<file path="src/rtl/value_stream_fetcher_if.sv">
// value_stream_fetcher_if
//   Bundles the fetcher's control, ROM read bus and per-channel stream
//   signals into one port.
//   master : fetcher side (drives rom_en/rom_addr and the stream outputs)
//   slave  : environment side (drives start/base/limit, rom_data, read)
//   Signals:
//     start, base_addr, limit_addr : launch a fetch run (per-channel slices)
//     rom_en, rom_addr, rom_data   : ROM read strobe/address and returned word
//     read, out, empty             : per-channel FWFT FIFO pop / head / flag
//     done, busy                   : per-channel completion, run in progress
interface value_stream_fetcher_if #(
    parameter int CHANNEL_NUM = 4,
    parameter int VAL_BITS    = 8,
    parameter int ADDR_BITS   = 13
);
    logic                             start;
    logic [ADDR_BITS*CHANNEL_NUM-1:0] base_addr;
    logic [ADDR_BITS*CHANNEL_NUM-1:0] limit_addr;
    logic                             rom_en;
    logic [ADDR_BITS-1:0]             rom_addr;
    logic [VAL_BITS-1:0]              rom_data;
    logic [CHANNEL_NUM-1:0]           read;
    logic [VAL_BITS*CHANNEL_NUM-1:0]  out;
    logic [CHANNEL_NUM-1:0]           empty;
    logic [CHANNEL_NUM-1:0]           done;
    logic                             busy;

    modport master (
        input  start, base_addr, limit_addr, rom_data, read,
        output rom_en, rom_addr, out, empty, done, busy
    );

    modport slave (
        output start, base_addr, limit_addr, rom_data, read,
        input  rom_en, rom_addr, out, empty, done, busy
    );
endinterface

</file>
<file path="src/rtl/value_stream_fetcher.sv">
// value_stream_fetcher
//   Streams per-channel address ranges [base, limit) out of a shared
//   fixed-latency ROM into one FWFT FIFO per channel. One ROM read per cycle
//   is granted round-robin among channels that still have addresses to fetch
//   and guaranteed FIFO room (occupancy + reads in flight < FIFO_DEPTH).
//   A tag pipeline ROM_LATENCY deep tracks which channel each returning
//   word belongs to.
//   Ports:
//     clk  : rising-edge clock
//     rst  : synchronous active-high reset
//     bus  : value_stream_fetcher_if.master (control, ROM bus, streams)
module value_stream_fetcher #(
    parameter int CHANNEL_NUM = 4,
    parameter int VAL_BITS    = 8,
    parameter int ADDR_BITS   = 13,
    parameter int FIFO_DEPTH  = 16,
    parameter int ROM_LATENCY = 1,
    parameter bit WRAP        = 1'b0
) (
    input  logic clk,
    input  logic rst,
    value_stream_fetcher_if.master bus
);
    localparam int PTR_W = $clog2(FIFO_DEPTH);
    localparam int CNT_W = PTR_W + 1;
    localparam int CH_W  = (CHANNEL_NUM > 1) ? $clog2(CHANNEL_NUM) : 1;

    typedef enum logic [1:0] {IDLE = 2'd0, RUN = 2'd1, FLUSH = 2'd2} state_t;
    state_t state, state_nxt;

    logic [CHANNEL_NUM-1:0][ADDR_BITS-1:0] base_q, lim_q, ptr, ptr_inc;
    logic [CHANNEL_NUM-1:0]                active;
    logic [CHANNEL_NUM-1:0][CNT_W-1:0]     inflight;
    logic [CHANNEL_NUM-1:0][CNT_W-1:0]     count;
    logic                                  started;
    logic [CH_W-1:0]                       rr_next;

    // Tag pipeline: stage 0 is loaded at the grant edge, the last stage
    // lines up with the cycle in which rom_data is valid.
    logic [ROM_LATENCY-1:0]                vld_pipe;
    logic [ROM_LATENCY-1:0][CH_W-1:0]      ch_pipe;

    logic [CHANNEL_NUM-1:0] elig, gnt_oh, ret_oh;
    logic                   gnt_any, gnt_vld, ret_vld, load;
    logic [CH_W-1:0]        gnt_ch, ret_ch;

    assign load    = (state == IDLE) && bus.start;
    assign ret_vld = vld_pipe[ROM_LATENCY-1];
    assign ret_ch  = ch_pipe[ROM_LATENCY-1];

    for (genvar i = 0; i < CHANNEL_NUM; i++) begin : g_ch
        // Sum is one bit wider so occupancy + inflight can never alias.
        assign elig[i]    = active[i] &&
                            (({1'b0, count[i]} + {1'b0, inflight[i]}) < (CNT_W+1)'(FIFO_DEPTH));
        assign gnt_oh[i]  = gnt_vld && (gnt_ch == CH_W'(i));
        assign ret_oh[i]  = ret_vld && (ret_ch == CH_W'(i));
        assign ptr_inc[i] = ptr[i] + ADDR_BITS'(1);
    end

    // Round-robin search starting at rr_next; first eligible channel wins.
    always_comb begin
        int idx;
        gnt_any = 1'b0;
        gnt_ch  = '0;
        idx     = 0;
        for (int k = 0; k < CHANNEL_NUM; k++) begin
            idx = int'(rr_next) + k;
            if (idx >= CHANNEL_NUM) idx = idx - CHANNEL_NUM;
            if (!gnt_any && elig[idx]) begin
                gnt_any = 1'b1;
                gnt_ch  = CH_W'(idx);
            end
        end
    end

    // FSM: state register
    always_ff @(posedge clk) begin
        if (rst) state <= IDLE;
        else     state <= state_nxt;
    end

    // FSM: next state
    always_comb begin
        state_nxt = state;
        case (state)
            IDLE:    if (bus.start)        state_nxt = RUN;
            RUN:     if (active == '0)     state_nxt = FLUSH;
            FLUSH:   if (vld_pipe == '0)   state_nxt = IDLE;
            default:                       state_nxt = IDLE;
        endcase
    end

    // FSM: outputs
    always_comb begin
        bus.busy     = (state == RUN) || (state == FLUSH);
        gnt_vld      = (state == RUN) && gnt_any;
        bus.rom_en   = gnt_vld;
        bus.rom_addr = gnt_vld ? ptr[gnt_ch] : '0;
    end

    // Channel pointers, in-flight counters, arbiter pointer, tag pipeline
    always_ff @(posedge clk) begin
        if (rst) begin
            base_q   <= '0;
            lim_q    <= '0;
            ptr      <= '0;
            active   <= '0;
            inflight <= '0;
            started  <= 1'b0;
            rr_next  <= '0;
            vld_pipe <= '0;
            ch_pipe  <= '0;
        end else begin
            if (load) begin
                base_q  <= bus.base_addr;
                lim_q   <= bus.limit_addr;
                started <= 1'b1;
            end
            for (int i = 0; i < CHANNEL_NUM; i++) begin
                if (load) begin
                    ptr[i]    <= bus.base_addr[i*ADDR_BITS +: ADDR_BITS];
                    active[i] <= bus.base_addr[i*ADDR_BITS +: ADDR_BITS] !=
                                 bus.limit_addr[i*ADDR_BITS +: ADDR_BITS];
                end else if (gnt_oh[i]) begin
                    if (ptr_inc[i] == lim_q[i]) begin
                        if (WRAP) ptr[i] <= base_q[i];
                        else begin
                            ptr[i]    <= ptr_inc[i];
                            active[i] <= 1'b0;
                        end
                    end else begin
                        ptr[i] <= ptr_inc[i];
                    end
                end
                inflight[i] <= inflight[i] + CNT_W'(gnt_oh[i]) - CNT_W'(ret_oh[i]);
            end
            if (gnt_vld)
                rr_next <= (gnt_ch == CH_W'(CHANNEL_NUM-1)) ? '0 : gnt_ch + CH_W'(1);
            vld_pipe[0] <= gnt_vld;
            ch_pipe[0]  <= gnt_ch;
            for (int k = 1; k < ROM_LATENCY; k++) begin
                vld_pipe[k] <= vld_pipe[k-1];
                ch_pipe[k]  <= ch_pipe[k-1];
            end
        end
    end

    // Per-channel FWFT FIFOs; start never touches them, only rst does.
    for (genvar i = 0; i < CHANNEL_NUM; i++) begin : g_fifo
        logic [VAL_BITS-1:0] mem [FIFO_DEPTH];
        logic [PTR_W-1:0]    wr_ptr, rd_ptr;
        logic [CNT_W-1:0]    cnt;
        logic                pop;

        // A pop against an empty FIFO is dropped even if a write lands now.
        assign pop = bus.read[i] && (cnt != '0);

        always_ff @(posedge clk) begin
            if (rst) begin
                wr_ptr <= '0;
                rd_ptr <= '0;
                cnt    <= '0;
            end else begin
                if (ret_oh[i]) wr_ptr <= wr_ptr + PTR_W'(1);
                if (pop)       rd_ptr <= rd_ptr + PTR_W'(1);
                cnt <= cnt + CNT_W'(ret_oh[i]) - CNT_W'(pop);
            end
        end

        always_ff @(posedge clk) begin
            if (ret_oh[i]) mem[wr_ptr] <= bus.rom_data;
        end

        assign count[i]                          = cnt;
        assign bus.out[i*VAL_BITS +: VAL_BITS]   = mem[rd_ptr];
        assign bus.empty[i]                      = (cnt == '0);
        assign bus.done[i]                       = started && !active[i] && (inflight[i] == '0);
    end
endmodule
</file>
<file path="src/flat_wrapper.sv">
// flat-port wrapper written by rule: the top's interface ports become plain ports
module value_stream_fetcher_flat 
#(
    parameter int CHANNEL_NUM = 4,
    parameter int VAL_BITS    = 8,
    parameter int ADDR_BITS   = 13,
    parameter int FIFO_DEPTH  = 16,
    parameter int ROM_LATENCY = 1,
    parameter bit WRAP        = 1'b0
)
  (clk, rst, bus_start, bus_base_addr, bus_limit_addr, bus_rom_data, bus_read, bus_rom_en, bus_rom_addr, bus_out, bus_empty, bus_done, bus_busy);
  value_stream_fetcher_if #(.CHANNEL_NUM(CHANNEL_NUM), .VAL_BITS(VAL_BITS), .ADDR_BITS(ADDR_BITS)) bus_i ();
  input  logic clk;
  input  logic rst;
  input wire logic [$bits(bus_i.start)-1:0] bus_start;
  input wire logic [$bits(bus_i.base_addr)-1:0] bus_base_addr;
  input wire logic [$bits(bus_i.limit_addr)-1:0] bus_limit_addr;
  input wire logic [$bits(bus_i.rom_data)-1:0] bus_rom_data;
  input wire logic [$bits(bus_i.read)-1:0] bus_read;
  output wire logic [$bits(bus_i.rom_en)-1:0] bus_rom_en;
  output wire logic [$bits(bus_i.rom_addr)-1:0] bus_rom_addr;
  output wire logic [$bits(bus_i.out)-1:0] bus_out;
  output wire logic [$bits(bus_i.empty)-1:0] bus_empty;
  output wire logic [$bits(bus_i.done)-1:0] bus_done;
  output wire logic [$bits(bus_i.busy)-1:0] bus_busy;
  assign bus_i.start = bus_start;
  assign bus_i.base_addr = bus_base_addr;
  assign bus_i.limit_addr = bus_limit_addr;
  assign bus_i.rom_data = bus_rom_data;
  assign bus_i.read = bus_read;
  assign bus_rom_en = bus_i.rom_en;
  assign bus_rom_addr = bus_i.rom_addr;
  assign bus_out = bus_i.out;
  assign bus_empty = bus_i.empty;
  assign bus_done = bus_i.done;
  assign bus_busy = bus_i.busy;
  value_stream_fetcher #(.CHANNEL_NUM(CHANNEL_NUM), .VAL_BITS(VAL_BITS), .ADDR_BITS(ADDR_BITS), .FIFO_DEPTH(FIFO_DEPTH), .ROM_LATENCY(ROM_LATENCY), .WRAP(WRAP)) u_core (.clk(clk), .rst(rst), .bus(bus_i));
endmodule
</file>
<file path="config.mk">
export PLATFORM = sky130hd
export DESIGN_NAME = value_stream_fetcher_flat
export DESIGN_NICKNAME = d
export VERILOG_FILES = /design/src/rtl/value_stream_fetcher_if.sv /design/src/rtl/value_stream_fetcher.sv /design/src/flat_wrapper.sv
export SDC_FILE = /design/constraint.sdc
export NUM_CORES = 1
export LEC_CHECK = 0
export ABC_CLOCK_PERIOD_IN_PS = 5700
export BUFFER_PORTS_ARGS = -buffer_cell sky130_fd_sc_hd__buf_4
export CAP_MARGIN = 10
export CELL_PAD_IN_SITES_DETAIL_PLACEMENT = 1
export CELL_PAD_IN_SITES_GLOBAL_PLACEMENT = 2
export CORE_MARGIN = 2
export CORE_UTILIZATION = 44
export CTS_CLUSTER_DIAMETER = 100
export DETAILED_ROUTE_END_ITERATION = 12
export GPL_TIMING_DRIVEN = 0
export PLACE_DENSITY = 0.82
export SYNTH_ARGS = -nofsm -noshare
export SYNTH_HDL_FRONTEND = slang
export SYNTH_SLANG_ARGS = --single-unit
export TNS_END_PERCENT = 100
</file>
<file path="constraint.sdc">
create_clock -name clk -period 5.7 [get_ports clk]
set_input_delay 0.57 -clock clk [delete_from_list [all_inputs] [get_ports clk]]
set_output_delay 0.57 -clock clk [all_outputs]
set_load 0.03 [all_outputs]
</file>
==> flow_summary.toml <==
[global_route]
grt_pass1_wl_um = 131000
grt_usage = 0.234
antenna_found_initial = 0
gr-total-overflow = 0
grt_max_degree = 65
grt_pass1_vias = 21100

[sta]
setup_violations = 0
tns_ns = 0
finClkSkew_ns = 0.0202
grt_setup_unrepaired = "false"
fin_crit_sh = 0.840
hold_viol_final = 0
slew_headroom = 0.172
max_freq_mhz = 209
drv_slew = 0
tightest_slew_ns = 1.22
hold_ws_ns = 0.209
period_needed_ns = 4.79

[pwr]
leakage_uw = 0.0125
total_power_uw = 16000
powerDensity_mw_per_mm2 = 434
irDropWorstVdd_v = 0.000267

[routing]
post_drt_via_cell_ratio = 5.56
drt_wl_total_um = 86000
ant_nets = 0
drc = 0
vias = 19500
drtIter0Drc = 1345
drt_pre_antenna_iters = 5
wire_per_inst_um = 24.5

[logic_synthesis]
postSynthNetCount = 2468
yosysSeqAreaShare = 0.614
yosysTopAreaCellShare = 0.485
synth.top_cells.by_count = "edfxtp_1 (512), dfxtp_1 (204), nor2_1 (195), nand2_1 (163), mux4_2 (160)"
synth-main-ff-cell = "edfxtp_1"
syn_inst = 2244
syn_area_mm2 = 0.0317
yosys.area.top_type = "edfxtp_1"
ys_types = 65
async_reset_ff_frac = 0
yosysMostFrequentCell = "edfxtp_1"
avgSynthCellArea_um2 = 14.1
synth_area_leaders = "edfxtp_1 (49%), dfxtp_1 (13%), mux4_2 (11%)"
yosys_warnings = 0
synth_edf_count = 512
ys_ff_latch = 716

[layout]
insertedDiodeCount = 0
drive_gt1_frac = 0.194
fin_cells = 3516
fillers = 7152
nets = 2728
register_area_mm2 = 0.0195
layout-area-overhead-vs-synth_pct = 16.0
multi_input_area_mm2 = 0.0114

[floorplanning]
placementRows = 98
die_y_um = 272
die_width_um = 272
core_mm2 = 0.0714
start_util = 0.444
io-pin-count = 174
design.die.area_mm2 = 0.0742

[cts]
clockBufferDepth = 3
root_buffer = "clkbuf_16"
clock_sinks = 716
cts_setup_buffers = 0
cts-resized-gates = 0
hold_buffers = 0
htreeDepth = 3
clk_pin_slew_worst_paths_ns = 0.06
clock_latency_ns = 0.63
cts_buffers = 76
cts_tree = "yes"

[placed_design]
placed_cells = 3371
hpwl_um = 60600
gp_congestion = 0.882
numPortBuffers = 173

[worst_setup_path]
end_kind = "flop"
cp-start-kind = "flop"
cp_data_required_time_ns = 6.18
critPathMaxFanout = 11
setup.worst_path.class = "reg -> reg"
worst_ep_arrival_time_ns = 5.27

[flow_run]
cap_violations = 0

[min_path]
min_path_type = "in -> reg"

[run_status]
outcome = "complete, no violations"
final timing paths:
kind                                       from                       endpoint  slack, ns  cells after the start
max          u_core.g_fifo[0].cnt[4]$_SDFF_PP0_  u_core.inflight[4]$_SDFF_PP0_       0.91                     20
min                          bus_limit_addr[47]  u_core.lim_q[47]$_SDFFE_PP0P_       0.21                      3
max reg2reg  u_core.g_fifo[0].cnt[4]$_SDFF_PP0_  u_core.inflight[4]$_SDFF_PP0_       0.91                     20
min reg2reg       u_core.lim_q[34]$_SDFFE_PP0P_  u_core.lim_q[34]$_SDFFE_PP0P_       0.47                      2
cells by family (layout without fill, tap and decap cells):
kind of cell | count (synthesis) | after routing | synth area share
flops | 716 | 716 | 0.614
compound gates | 215 | 215 | 0.0433
xor+xnor | 223 | 223 | 0.0616
mux | 198 | 198 | 0.126
buf+inv | 212 | 534 | 0.0269
fa+ha+maj | 105 | 105 | 0.0433
simple gates | 575 | 575 | 0.0852
critical path, cell delays in order (launching register included):
cell	delay, ns
dfxtp_1	0.34
ha_1	0.30
or4b_1	0.56
or4_1	0.50
a31oi_1	0.20
a21oi_1	0.07
buf_4	0.20
buf_6	0.18
inv_1	0.12
ha_1	0.20
clkbuf_1	0.42
nand2_2	0.26
inv_1	0.16
ha_1	0.19
inv_1	0.06
fa_1	0.44
inv_1	0.08
a21oi_1	0.05
nor2_1	0.12
or3_1	0.13
a21oi_1	0.06
sequential cells by signal, indices dropped and copies added, names as in the netlist, 4 cells and up, named ones only:
signal	cells
u_core.active	4
u_core.g_fifo.rd_ptr	16
u_core.g_fifo.wr_ptr	16
u_core.ptr	52
u_core.g_fifo.cnt	20
u_core.lim_q	52
u_core.inflight	20
u_core.g_fifo.mem	512
cell usage in the layout, fill, tap and decap left out, drive strengths merged, types with 7 or more instances in the layout:
cell type,count
buf,216
nand2b,12
or3,12
edfxtp,512
nor3,33
dfxtp,204
nor2,196
clkinv,34
fa,8
mux4,160
nand4,32
inv,92
nand2,164
a211oi,53
o22ai,15
mux2i,38
ha,97
o21ai,14
a31oi,8
clkbuf,186
and3,17
a21oi,92
xnor2,110
nor4b,7
a21o,10
nor4,13
nand3,49
nor2b,16
xor2,113
where the power goes:
part,switching [uW],total (uW),internal [uW]
clock network,2090,4890,2800
logic,2730,4730,2000
registers,420,6350,5930
total,5240,16000,10700
metal layers:
layer	global-route usage	vias up	routed length, um
li1	-	8854	-
met1	0.304	10100	36400
met2	0.414	518	44500
met3	0.0309	88	3570
met4	0.0570	0	1570
met5	0	-	0
through the flow:
step / setup slack [ns] / cell area (um2) / util
2_1_floorplan: 1.72 / 31700 / -
3_3_place_gp: 1.00 / 34200 / 0.479
3_5_place_dp: 0.877 / 34200 / 0.480
4_1_cts: 0.839 / 36700 / 0.514
5_1_grt: 0.598 / 36800 / 0.515
6_report: 0.909 / 36800 / 0.515
cell type report:
class	count	area share
buffer	121	0.0138
clock buffer	99	0.0569
clock inverter	41	0.0105
inverter	91	0.00936
multi-input combinational	1316	0.311
sequential	716	0.529
tap	950	0.0323
timing repair buffer	182	0.0368
(Power assumes the default switching activity.)
